### src/rtl/eth_rx_pkg.sv
// eth_rx_pkg: shared states, CRC-32 constants and framing bytes for the receive framer
package eth_rx_pkg;
   typedef enum logic [1:0] {IDLE, PREAMBLE, DATA, DROP} rx_state_t;
   localparam logic [31:0] CRC_POLY      = 32'hEDB88320;
   localparam logic [31:0] CRC_INIT      = 32'hFFFFFFFF;
   localparam logic [31:0] CRC_RESIDUE   = 32'hDEBB20E3;
   localparam logic [7:0]  PREAMBLE_BYTE = 8'h55;
   localparam logic [7:0]  SFD_BYTE      = 8'hD5;
   localparam int          DEF_MIN_LEN   = 64;
   localparam int          DEF_MAX_LEN   = 1518;
endpackage

### src/rtl/eth_crc32_d8.sv
// eth_crc32_d8: one-byte update of the reflected Ethernet CRC-32
module eth_crc32_d8
   import eth_rx_pkg::*;
(
   input  logic [31:0] crc_in,
   input  logic [7:0]  data,
   output logic [31:0] crc_out
);
   logic [31:0] c;
   always_comb begin
      c = crc_in ^ {24'h0, data};
      for (int i = 0; i < 8; i++)
         c = c[0] ? (c >> 1) ^ CRC_POLY : c >> 1;
   end
   assign crc_out = c;
endmodule

### src/rtl/eth_rx_framer.sv
// eth_rx_framer: strips preamble/SFD/FCS from received bytes, checks CRC-32 and frame length
module eth_rx_framer
   import eth_rx_pkg::*;
#(
   parameter int MIN_LEN = DEF_MIN_LEN,
   parameter int MAX_LEN = DEF_MAX_LEN
) (
   input  logic        clk125MHz,
   input  logic        rst,
   input  logic [7:0]  rx_data,
   input  logic        rx_en,
   output logic [7:0]  out_data,
   output logic        out_valid,
   output logic        out_sof,
   output logic        out_eof,
   output logic        frame_good,
   output logic        frame_bad,
   output logic [10:0] frame_len,
   output logic [15:0] crc_err_cnt
);
   localparam logic [10:0] MIN_L = 11'(MIN_LEN);
   localparam logic [10:0] MAX_L = 11'(MAX_LEN);
   localparam logic [10:0] ABORT_LEN = 11'(MAX_LEN - 4);
   rx_state_t   state;
   logic [31:0] crc, crc_next;
   logic [10:0] count;
   logic [7:0]  dly [5];
   logic        len_ok, crc_ok;
   eth_crc32_d8 u_crc (.crc_in(crc), .data(rx_data), .crc_out(crc_next));
   assign len_ok = count >= MIN_L && count <= MAX_L;
   assign crc_ok = crc == CRC_RESIDUE;
   // dly[4] is the oldest held byte; it is known not to be FCS once a fifth newer byte exists
   always_ff @(posedge clk125MHz or posedge rst)
      if (rst) begin
         state       <= IDLE;
         crc         <= CRC_INIT;
         count       <= '0;
         dly         <= '{default: '0};
         out_data    <= '0;
         out_valid   <= 1'b0;
         out_sof     <= 1'b0;
         out_eof     <= 1'b0;
         frame_good  <= 1'b0;
         frame_bad   <= 1'b0;
         frame_len   <= '0;
         crc_err_cnt <= '0;
      end else begin
         out_valid  <= 1'b0;
         out_sof    <= 1'b0;
         out_eof    <= 1'b0;
         frame_good <= 1'b0;
         frame_bad  <= 1'b0;
         case (state)
            IDLE: if (rx_en) state <= rx_data == PREAMBLE_BYTE ? PREAMBLE : DROP;
            PREAMBLE: begin
               crc   <= CRC_INIT;
               count <= '0;
               if (!rx_en) state <= IDLE;
               else if (rx_data == SFD_BYTE) state <= DATA;
               else if (rx_data != PREAMBLE_BYTE) state <= DROP;
            end
            DATA:
               if (!rx_en) begin
                  state      <= IDLE;
                  out_data   <= dly[4];
                  out_valid  <= count > 11'd4;
                  out_sof    <= count == 11'd5;
                  out_eof    <= count > 11'd4;
                  frame_good <= crc_ok && len_ok;
                  frame_bad  <= !(crc_ok && len_ok);
                  frame_len  <= count > 11'd4 ? count - 11'd4 : '0;
                  if (len_ok && !crc_ok && crc_err_cnt != '1) crc_err_cnt <= crc_err_cnt + 16'd1;
               end else begin
                  crc       <= crc_next;
                  count     <= count + 11'(count != '1);
                  dly       <= '{rx_data, dly[0], dly[1], dly[2], dly[3]};
                  out_data  <= dly[4];
                  out_valid <= count >= 11'd5;
                  out_sof   <= count == 11'd5;
                  if (count == MAX_L) begin
                     state     <= DROP;
                     out_eof   <= 1'b1;
                     frame_bad <= 1'b1;
                     frame_len <= ABORT_LEN;
                  end
               end
            DROP: if (!rx_en) state <= IDLE;
         endcase
      end
endmodule

### config.mk
export PLATFORM = sky130hd
export DESIGN_NAME = eth_rx_framer
export DESIGN_NICKNAME = d
export VERILOG_FILES = /design/src/rtl/eth_rx_pkg.sv /design/src/rtl/eth_crc32_d8.sv /design/src/rtl/eth_rx_framer.sv
export SDC_FILE = /design/constraint.sdc
export NUM_CORES = 1
export LEC_CHECK = 0
export CAP_MARGIN = 40
export CORE_MARGIN = 2
export CORE_UTILIZATION = 63
export CTS_CLUSTER_DIAMETER = 200
export CTS_CLUSTER_SIZE = 30
export DETAILED_ROUTE_END_ITERATION = 7
export GPL_TIMING_DRIVEN = 0
export PLACE_DENSITY = 0.92
export SLEW_MARGIN = 20
export SYNTH_ARGS = -nofsm -noshare
export SYNTH_HDL_FRONTEND = slang
export SYNTH_HIERARCHICAL = 1
export SYNTH_SLANG_ARGS = --single-unit
### constraint.sdc
create_clock -name clk125MHz -period 10.97 [get_ports clk125MHz]
set_input_delay 2.194 -clock clk125MHz [delete_from_list [all_inputs] [get_ports clk125MHz]]
set_output_delay 2.194 -clock clk125MHz [all_outputs]
set_load 0.02 [all_outputs]
==> run metrics, run 1 <==
Area Overhead vs Synth 20.78%; DRT Wirelength about 16,000 um; Final Max Tran Viols 0; share of layout cells above drive strength 1 0.1198; ant diodes 0; Initial Utilization 0.6499; average cell area after synthesis 9.495 sq um; fin crit share 0.3913; CTS tree done; footprint of the multi-input gates just over 3000 sq um; WL/cell around 18 um; Synth Instances 669; cts repair resizes 0; GR Util met2 0.5121; First-pass DRT Iterations 5; slowest cell on the critical path xnor3_2; Top FF cell, synth dfrtp_1; setup clock skew after layout 0.007513 ns; setup TNS 0 ns; total power 2.104 mW; Max VDD drop 0.1848 mV; register area 3168 sq um; power per cell area 274.3 nW/um^2; Post-Syn Nets 687; vias in the first global route between 5,000 and 6,000; outcome completed; via count about 5,300; Setup CP Type primary input to register; gr ovfl total 0; met1 Use GR 0.3843; final hold violations 0; Longest Clk Path Bufs 2; CP arrival between 4 and 5 ns; H-Tree Level Count 4; Crit. End Element register; Max-Cap Viols 0; core area 9774 sq um; HP Class register to register; die area approximately 11,000 sq um; Die W 104.4 um; Max Clk Rate 233.0 MHz; CTS Sinks between 100 and 150; Global Route met3 Usage 0.08208; min Tclk post-route 4.293 ns; initial antenna violation count 0; ranking of synthesized cells by area dfrtp_1 37%, dfstp_2 13%, nand2_1 10%; cts-stage hold buffer count 0; Synth warnings 6; worst-path fanout max 7; Pleak 3.447 nW; Ports 51; Buf/Inv on CP 1; cell at the root of the clock tree clkbuf_8; Crit path required time 11.40 ns; Final GP Congestion about 0.9; clk_lat worst skew 0.53 ns; count of cell types in the netlist 52; DRT iter0 DRCs 416; Reg clk slew, reported paths 0.06 ns; EDFF count, synth 0; die height 104.4 um; drt drc 0; total clock buffers created by CTS 17; crit start category primary input; Port Buf Inserts slightly below 50; post-CTS setup buffers 0; #FFs+latches synth 125; fill count 572; DP Wirelength between 10,000 and 15,000 um; share of the synthesized area in the top cell type 0.3664; ys async rst share 1.000; All-Layer GR Usage 0.3112; pin count of the biggest net entering global routing 84; largest stage delay on the critical path 0.60 ns; sequential share of the synthesized area 0.4987; Post-Syn Area between 6000 and 7000 sq um; worst slew pin tran 0.8273 ns; max_slew headroom 0.4434; critical path's top delay family XOR/XNOR gates; global-route wire length before repair 26,570 um; vias per inst 5.941; cells along the critical path clkdlybuf4s50_1 -> xor2_2 -> xnor2_2 -> xnor3_2 -> xnor3_1 -> nor2_1 -> a21oi_1; Final ANT Viol Nets 0; Synth area leader dfrtp_1; NumNets Final 756; Site Rows 36; number of setup violations in the final report 0; RSZ-0062 raised after global routing no; busiest grt layer met2
[where the power goes]
| part | internal [mW] | switching (mW) |
|---|---|---|
| clock network | 0.382 | 0.212 |
| logic | 0.392 | 0.425 |
| registers | 0.597 | 0.0954 |
[area by class of cell]
class / count / area share
clock inverters: 13 / 0.02462
flip-flops and latches: 125 / 0.4129
repair buffers: 50 / 0.06751
plain buffers: 36 / 0.01908
inverters: 6 / 0.003588
multi-input cells: 502 / 0.3930
well taps: 133 / 0.02169
clock buffers: 19 / 0.05757
[worst reg2reg max path: stages, from the launching register on]
cell and delay [ns]:
dfrtp_1 0.36, clkbuf_1 0.44, and3_1 0.30, and3_1 0.26
nand4_1 0.13, ha_1 0.24, ha_1 0.21, and3_1 0.22
nand3_1 0.14, mux2i_1 0.25
[stage by stage]
step / cells / instance area [sq um] / hold WS, ns / setup slack, ns / util
3_3_place_gp: 851 / 7009 / 0.4464 / 4.083 / 0.7171
4_1_cts: 884 / 7672 / 0.4717 / 6.728 / 0.7849
5_1_grt: 884 / 7672 / 0.4856 / 6.614 / 0.7849
2_1_floorplan: 669 / 6352 / 0.4386 / 5.501 / -
6_report: 884 / 7672 / 0.4639 / 6.677 / 0.7849
3_5_place_dp: 852 / 7042 / 0.4534 / 6.204 / 0.7204
[cell families after synthesis]
kind of cell	Yosys count	share of synthesized area
AOI/OAI and AO/OA	64	0.05850
xor gates and xnor gates	92	0.1580
adders and majority gates	7	0.01379
buffers and inverters	42	0.02659
DFF	125	0.4987
muxes	3	0.004924
and+or+nand+nor	336	0.2395
[metal layers]
metal | vias up | share of wire
met2 | 315 | 0.51
met4 | 0 | 0.037
met1 | 2538 | 0.37
met5 | - | 0
li1 | 2328 | -
met3 | 71 | 0.085
[flip-flops by register name (all words and copies together), names as in the netlist]
| register | count |
|---|---|
| out_valid | 1 |
| count | 11 |
| crc_err_cnt | 16 |
| out_sof | 1 |
| dly | 40 |
| frame_len | 11 |
| state | 2 |
| out_data | 8 |
| frame_good | 1 |
| out_eof | 1 |
| crc | 32 |
| frame_bad | 1 |
[cells in the final DEF (no fill, tap or decap), types with 5 or more instances in the layout]
master	n
nand2_1	176
dfrtp_1	93
nor2_1	80
xnor2_1	60
clkdlybuf4s50_1	49
a21oi_1	38
dfstp_2	32
clkbuf_1	29
nand3_1	21
o21ai_0	16
xor2_1	16
clkbuf_16	16
nand4_1	11
nand4b_1	9
and3_1	8
ha_1	7
inv_1	5
[synth_stat cells, types with 2 or more instances]
cell	number
nor2_1	80
xor2_4	2
nand2b_1	3
nand4b_1	9
ha_1	7
nor3_1	3
nand2_1	176
mux2i_1	2
xor2_2	3
and3_1	8
nor2b_1	4
buf_2	3
buf_1	3
xnor3_1	4
clkbuf_1	29
xnor2_2	4
nor4_1	4
a21oi_1	38
nand3b_1	2
dfrtp_1	93
xnor2_4	2
and4_1	3
inv_1	6
nand3_1	21
o21ai_0	16
xnor2_1	60
dfstp_2	32
nand4_1	11
xor2_1	16
or4_1	2
o21ai_2	2
[path summary, 6_finish.rpt]
path / from / end / slack, ns / cells past startpoint
worst max-delay path: rx_data[7] / crc[23] / 6.68 / 7
min in group asynchronous: rst / crc_err_cnt[4] / 2.06 / 2
worst min-delay path: dly[27] / dly[19] / 0.46 / 2
worst max register to register: count[4] / count[10] / 8.34 / 9
worst min register to register: dly[27] / dly[19] / 0.46 / 2
max in group asynchronous: rst / crc[0] / 8.14 / 3
(Power assumes the default switching activity.)
==> inputs of run 2 (changes only) <==
- CORE_UTILIZATION: 63 -> 53
- PLACE_DENSITY: 0.92 -> 0.84
- clock period: 10.97 -> 3.5 ns (I/O delays scaled with it)
==> run metrics, run 2 (synthesized netlist as in run 1, its figures left out) <==
outcome completed; Max Clk Rate 351.9 MHz; vias in the first global route 4,951; CTS tree done; cts repair resizes 0; Final Max Tran Viols 0; global-route wire length before repair 24,700 um; HP Class register to register; crit start category primary input; cells along the critical path clkdlybuf4s50_1 -> xor2_2 -> xnor2_2 -> xnor3_2 -> xnor3_1 -> nor2_1 -> a21oi_1; DRT iter0 DRCs 440; slowest cell on the critical path xnor3_2; setup clock skew after layout about 0.0068 ns; Initial Utilization 0.5493; drt drc 0; power per cell area 823.2 nW/um^2; gr ovfl total 0; final hold violations 0; register area approximately 3200 sq um; most frequent cells in the layout 176 x nand2_1, 93 x dfrtp_1, 80 x nor2_1; vias per inst 5.550; fill count 865; CTS Sinks 125; CP arrival 3.16 ns; WL/cell approximately 16 um; Max VDD drop 0.4362 mV; NumNets Final between 700 and 800; First-pass DRT Iterations 5; total clock buffers created by CTS 17; post-CTS setup buffers 0; fin crit share 0.8119; number of setup violations in the final report 0; DP Wirelength 9843 um; Largest Register dly; core area 11,560 sq um; footprint of the multi-input gates 3015 sq um; H-Tree Level Count 4; die area about 13,000 sq um; Crit path required time 3.82 ns; pre-CTS WS 0.2669 ns; Area Overhead vs Synth 20.15%; Final GP Congestion 0.8815; Largest regs dly: 40 flops, crc: 32 flops, crc_err_cnt: 16 flops; Worst Setup Slack, final 0.6584 ns; clk_lat worst skew 0.42 ns; Die W 113.5 um; largest stage delay on the critical path 0.60 ns; worst slew pin tran 0.7613 ns; Longest Clk Path Bufs 2; Reg clk slew, reported paths 0.05 ns; Max-Cap Viols 0; Final ANT Viol Nets 0; Setup CP Type primary input to register; initial antenna violation count 0; critical path's top delay family XOR/XNOR gates; setup TNS 0 ns; min Tclk post-route between 2 and 3 ns; Buf/Inv on CP 1; commonest non-fill, non-tap cell in the layout nand2_1; pin count of the biggest net entering global routing 38; cts-stage hold buffer count 0; die height 113.5 um; Port Buf Inserts slightly below 50; All-Layer GR Usage 0.2432; max_slew headroom 0.4908; via count 4,973; Site Rows 39; DRT Wirelength 14,580 um; RSZ-0062 raised after global routing no; share of layout cells above drive strength 1 0.1195; Pleak 3.421 nW; Crit. End Element register; worst-path fanout max 7; cell at the root of the clock tree clkbuf_16; Ports 51; ant diodes 0; max reg flops 40
-- run 2: changes by cell type in the layout (fill, tap and decap cells not counted), sizes merged --
cell,previous run,this run
clkinvlp,2,4
buf,8,10
bufinv,4,1
clkbuf,48,50
inv,7,6
-- run 2: layout make-up --
cell class | count | share of cell area
tap | 143 | 0.02344
clock inverter | 11 | 0.01246
sequential | 125 | 0.4151
buffer | 36 | 0.01918
timing repair buffer | 53 | 0.07279
multi-input combinational | 502 | 0.3951
inverter | 6 | 0.003443
clock buffer | 20 | 0.05852
-- run 2: power by group --
part / switching, mW / internal [mW] / total, mW
sequential: 0.278 / 1.87 / 2.15
combinational: 1.28 / 1.23 / 2.51
clock: 0.637 / 0.985 / 1.62
-- run 2: through the flow --
stage,cells,hold slack [ns],power (mW),util,area [sq um]
floorplan,669,0.4386,4.039,-,6356
global placement,861,0.4475,4.512,0.6075,7025
detailed placement,864,0.4498,4.603,0.6127,7086
CTS,895,0.4688,6.274,0.6595,7627
global route,896,0.4912,6.610,0.6600,7632
finish,896,0.4683,6.283,0.6600,7632
-- run 2: layer usage --
metal | wire [um] | track usage | vias up | part of all wire
met5 | 0 | 0 | - | 0
met4 | 350 | 0.09512 | 0 | 0.024
met3 | 630 | 0.05154 | 33 | 0.043
met2 | 7341 | 0.3992 | 165 | 0.50
met1 | 6261 | 0.3192 | 2435 | 0.43
li1 | - | - | 2340 | -
-- run 2: path summary, 6_finish.rpt --
path                                 start     endpoint  slack, ns  cells after the start
worst max-delay path            rx_data[7]      crc[23]       0.66                      7
worst min-delay path                dly[7]  out_data[7]       0.47                      2
worst max register to register    count[4]     count[8]       0.95                     10
worst min register to register      dly[7]  out_data[7]       0.47                      2
max in group asynchronous              rst      crc[28]       1.93                      4
min in group asynchronous              rst  out_data[2]       0.70                      2
-- run 2: worst min-delay path, stage by stage (launching register included) --
cell,delay (ns)
dfrtp_1,0.34
nand2_1,0.05
nand2_1,0.05
==> inputs of run 3 (changes only) <==
- clock period: 3.5 -> 2.5 ns (I/O delays scaled with it)
==> run metrics, run 3 (synthesized netlist as in run 1, its figures left out) <==
outcome completed; CTS Sinks 125; gr ovfl total 0; drt drc 0; clk_lat worst skew 0.42 ns; DP Wirelength 9843 um; H-Tree Level Count 4; CP arrival 2.77 ns; Largest Register dly; Port Buf Inserts 49; Reg clk slew, reported paths 0.06 ns; vias in the first global route 5,045; Final ANT Viol Nets 0; cts-stage hold buffer count 0; Final Max Tran Viols 0; Die W 113.5 um; Crit. End Element register; initial antenna violation count 0; crit start category primary input; Setup CP Type primary input to register; most frequent cells in the layout 176 x nand2_1, 92 x dfrtp_1, 80 x nor2_1; total power between 9 and 10 mW; WL/cell 16.70 um; min Tclk post-route 2.442 ns; largest stage delay on the critical path roughly 0.59 ns; DRT Wirelength about 15,000 um; worst slew pin tran approximately 0.73 ns; All-Layer GR Usage 0.2480; fill count 842; max_slew headroom 0.5130; Area Overhead vs Synth 22.22%; global-route wire length before repair 25,090 um; Largest regs dly: 40 flops, crc: 32 flops, crc_err_cnt: 16 flops; cell at the root of the clock tree clkbuf_16; commonest non-fill, non-tap cell in the layout nand2_1; via count between 5,000 and 6,000; critical path's top delay family XOR/XNOR gates; share of layout cells above drive strength 1 0.1353; Site Rows 39; die height 113.5 um; vias per inst 5.655; setup TNS 0 ns; ant diodes 0; power per cell area about 1200 nW/um^2; DRT iter0 DRCs 417; Pleak 3.491 nW; CTS tree done; Max Clk Rate 409.6 MHz; Max VDD drop 0.6263 mV; number of setup violations in the final report 0; Ports 51; core area roughly 12,000 sq um; Initial Utilization 0.5493; final hold violations 0; setup clock skew after layout 0.007540 ns; pin count of the biggest net entering global routing 38; crit-path most repeated cell xor2_4; slowest cell on the critical path clkdlybuf4s50_1; First-pass DRT Iterations 5; NumNets Final around 770; die area 12,880 sq um; HP Class register to register; fin crit share 0.9766; Longest Clk Path Bufs 2; worst-path fanout max 6; Max-Cap Viols 0; max reg flops 40; Crit path required time 2.83 ns; cells along the critical path clkdlybuf4s50_1 -> xor2_4 -> xor2_4 -> xnor3_2 -> xnor3_1 -> nor2_1 -> a21oi_1; total clock buffers created by CTS 17; Final GP Congestion 0.8815; Buf/Inv on CP 1
[run 3: cell types whose count changed in the layout (fill, tap and decap cells not counted), sizes merged]
cell,delta
dlymetal6s2s,+1
clkbuf,-2
buf,+10
clkdlybuf4s50,-1
[run 3: cell type report]
class / count / area, sq um / share of cell area
clock inverter: 11 / 95.09 / 0.01225
timing repair buffer: 63 / 633.1 / 0.08155
tap: 143 / 178.9 / 0.02305
sequential: 125 / 3169 / 0.4082
multi-input combinational: 502 / 3075 / 0.3961
buffer: 34 / 138.9 / 0.01789
inverter: 6 / 26.28 / 0.003384
clock buffer: 20 / 446.7 / 0.05753
[run 3: path summary, 6_finish.rpt]
kind	start	endpoint	slack, ns	depth (start not counted)
setup / recovery	rx_data[6]	crc[23]	0.06	7
max in group asynchronous	rst	crc[11]	1.14	4
hold reg to reg	dly[14]	dly[6]	0.47	2
setup reg to reg	crc[6]	crc[23]	0.14	6
hold / removal	dly[14]	dly[6]	0.47	2
min in group asynchronous	rst	out_data[2]	0.50	2
[run 3: per-layer routing]
metal	part of all wire	global-route usage	wire [um]
met5	0	0	0
met4	0.036	0.1024	540
met3	0.050	0.05526	759
met2	0.50	0.4124	7483
met1	0.42	0.3164	6315
[run 3: tightest hold or removal path: cells and delay by family (launching register included)]
kind             cells  cell delay, ns
DFF                  1            0.34
and+or+nand+nor      2            0.10
[run 3: power by group]
part / switching (mW) / leakage (nW) / internal [mW] / total, mW
Clock: 0.897 / 0.262 / 1.38 / 2.28
Sequential: 0.404 / 1.57 / 2.62 / 3.03
Combinational: 1.94 / 1.66 / 1.94 / 3.88
Total: 3.25 / 3.49 / 5.93 / 9.18
[run 3: per-stage QoR]
step | setup WS (ns) | hold slack (ns) | util | cells | cell area (sq um)
after floorplan | 0.3325 | 0.4386 | - | 669 | 6356
after global placement | -0.5302 | 0.4475 | 0.6075 | 861 | 7025
after detailed placement | -0.5331 | 0.4498 | 0.6127 | 864 | 7086
after CTS | 0.0009368 | 0.4688 | 0.6641 | 896 | 7680
after global routing | -0.03129 | 0.4932 | 0.6713 | 904 | 7764
final | 0.05838 | 0.4666 | 0.6713 | 904 | 7764
[run 3: timing repair]
| action | CTS | global route |
|---|---|---|
| pin swaps | 3 | 3 |
| gates resized for setup | 4 | 4 |
| hold endpoints to repair | 0 | 0 |
| endpoints found under the setup margin | 5 | 6 |
| buffers inserted | 2 | 8 |
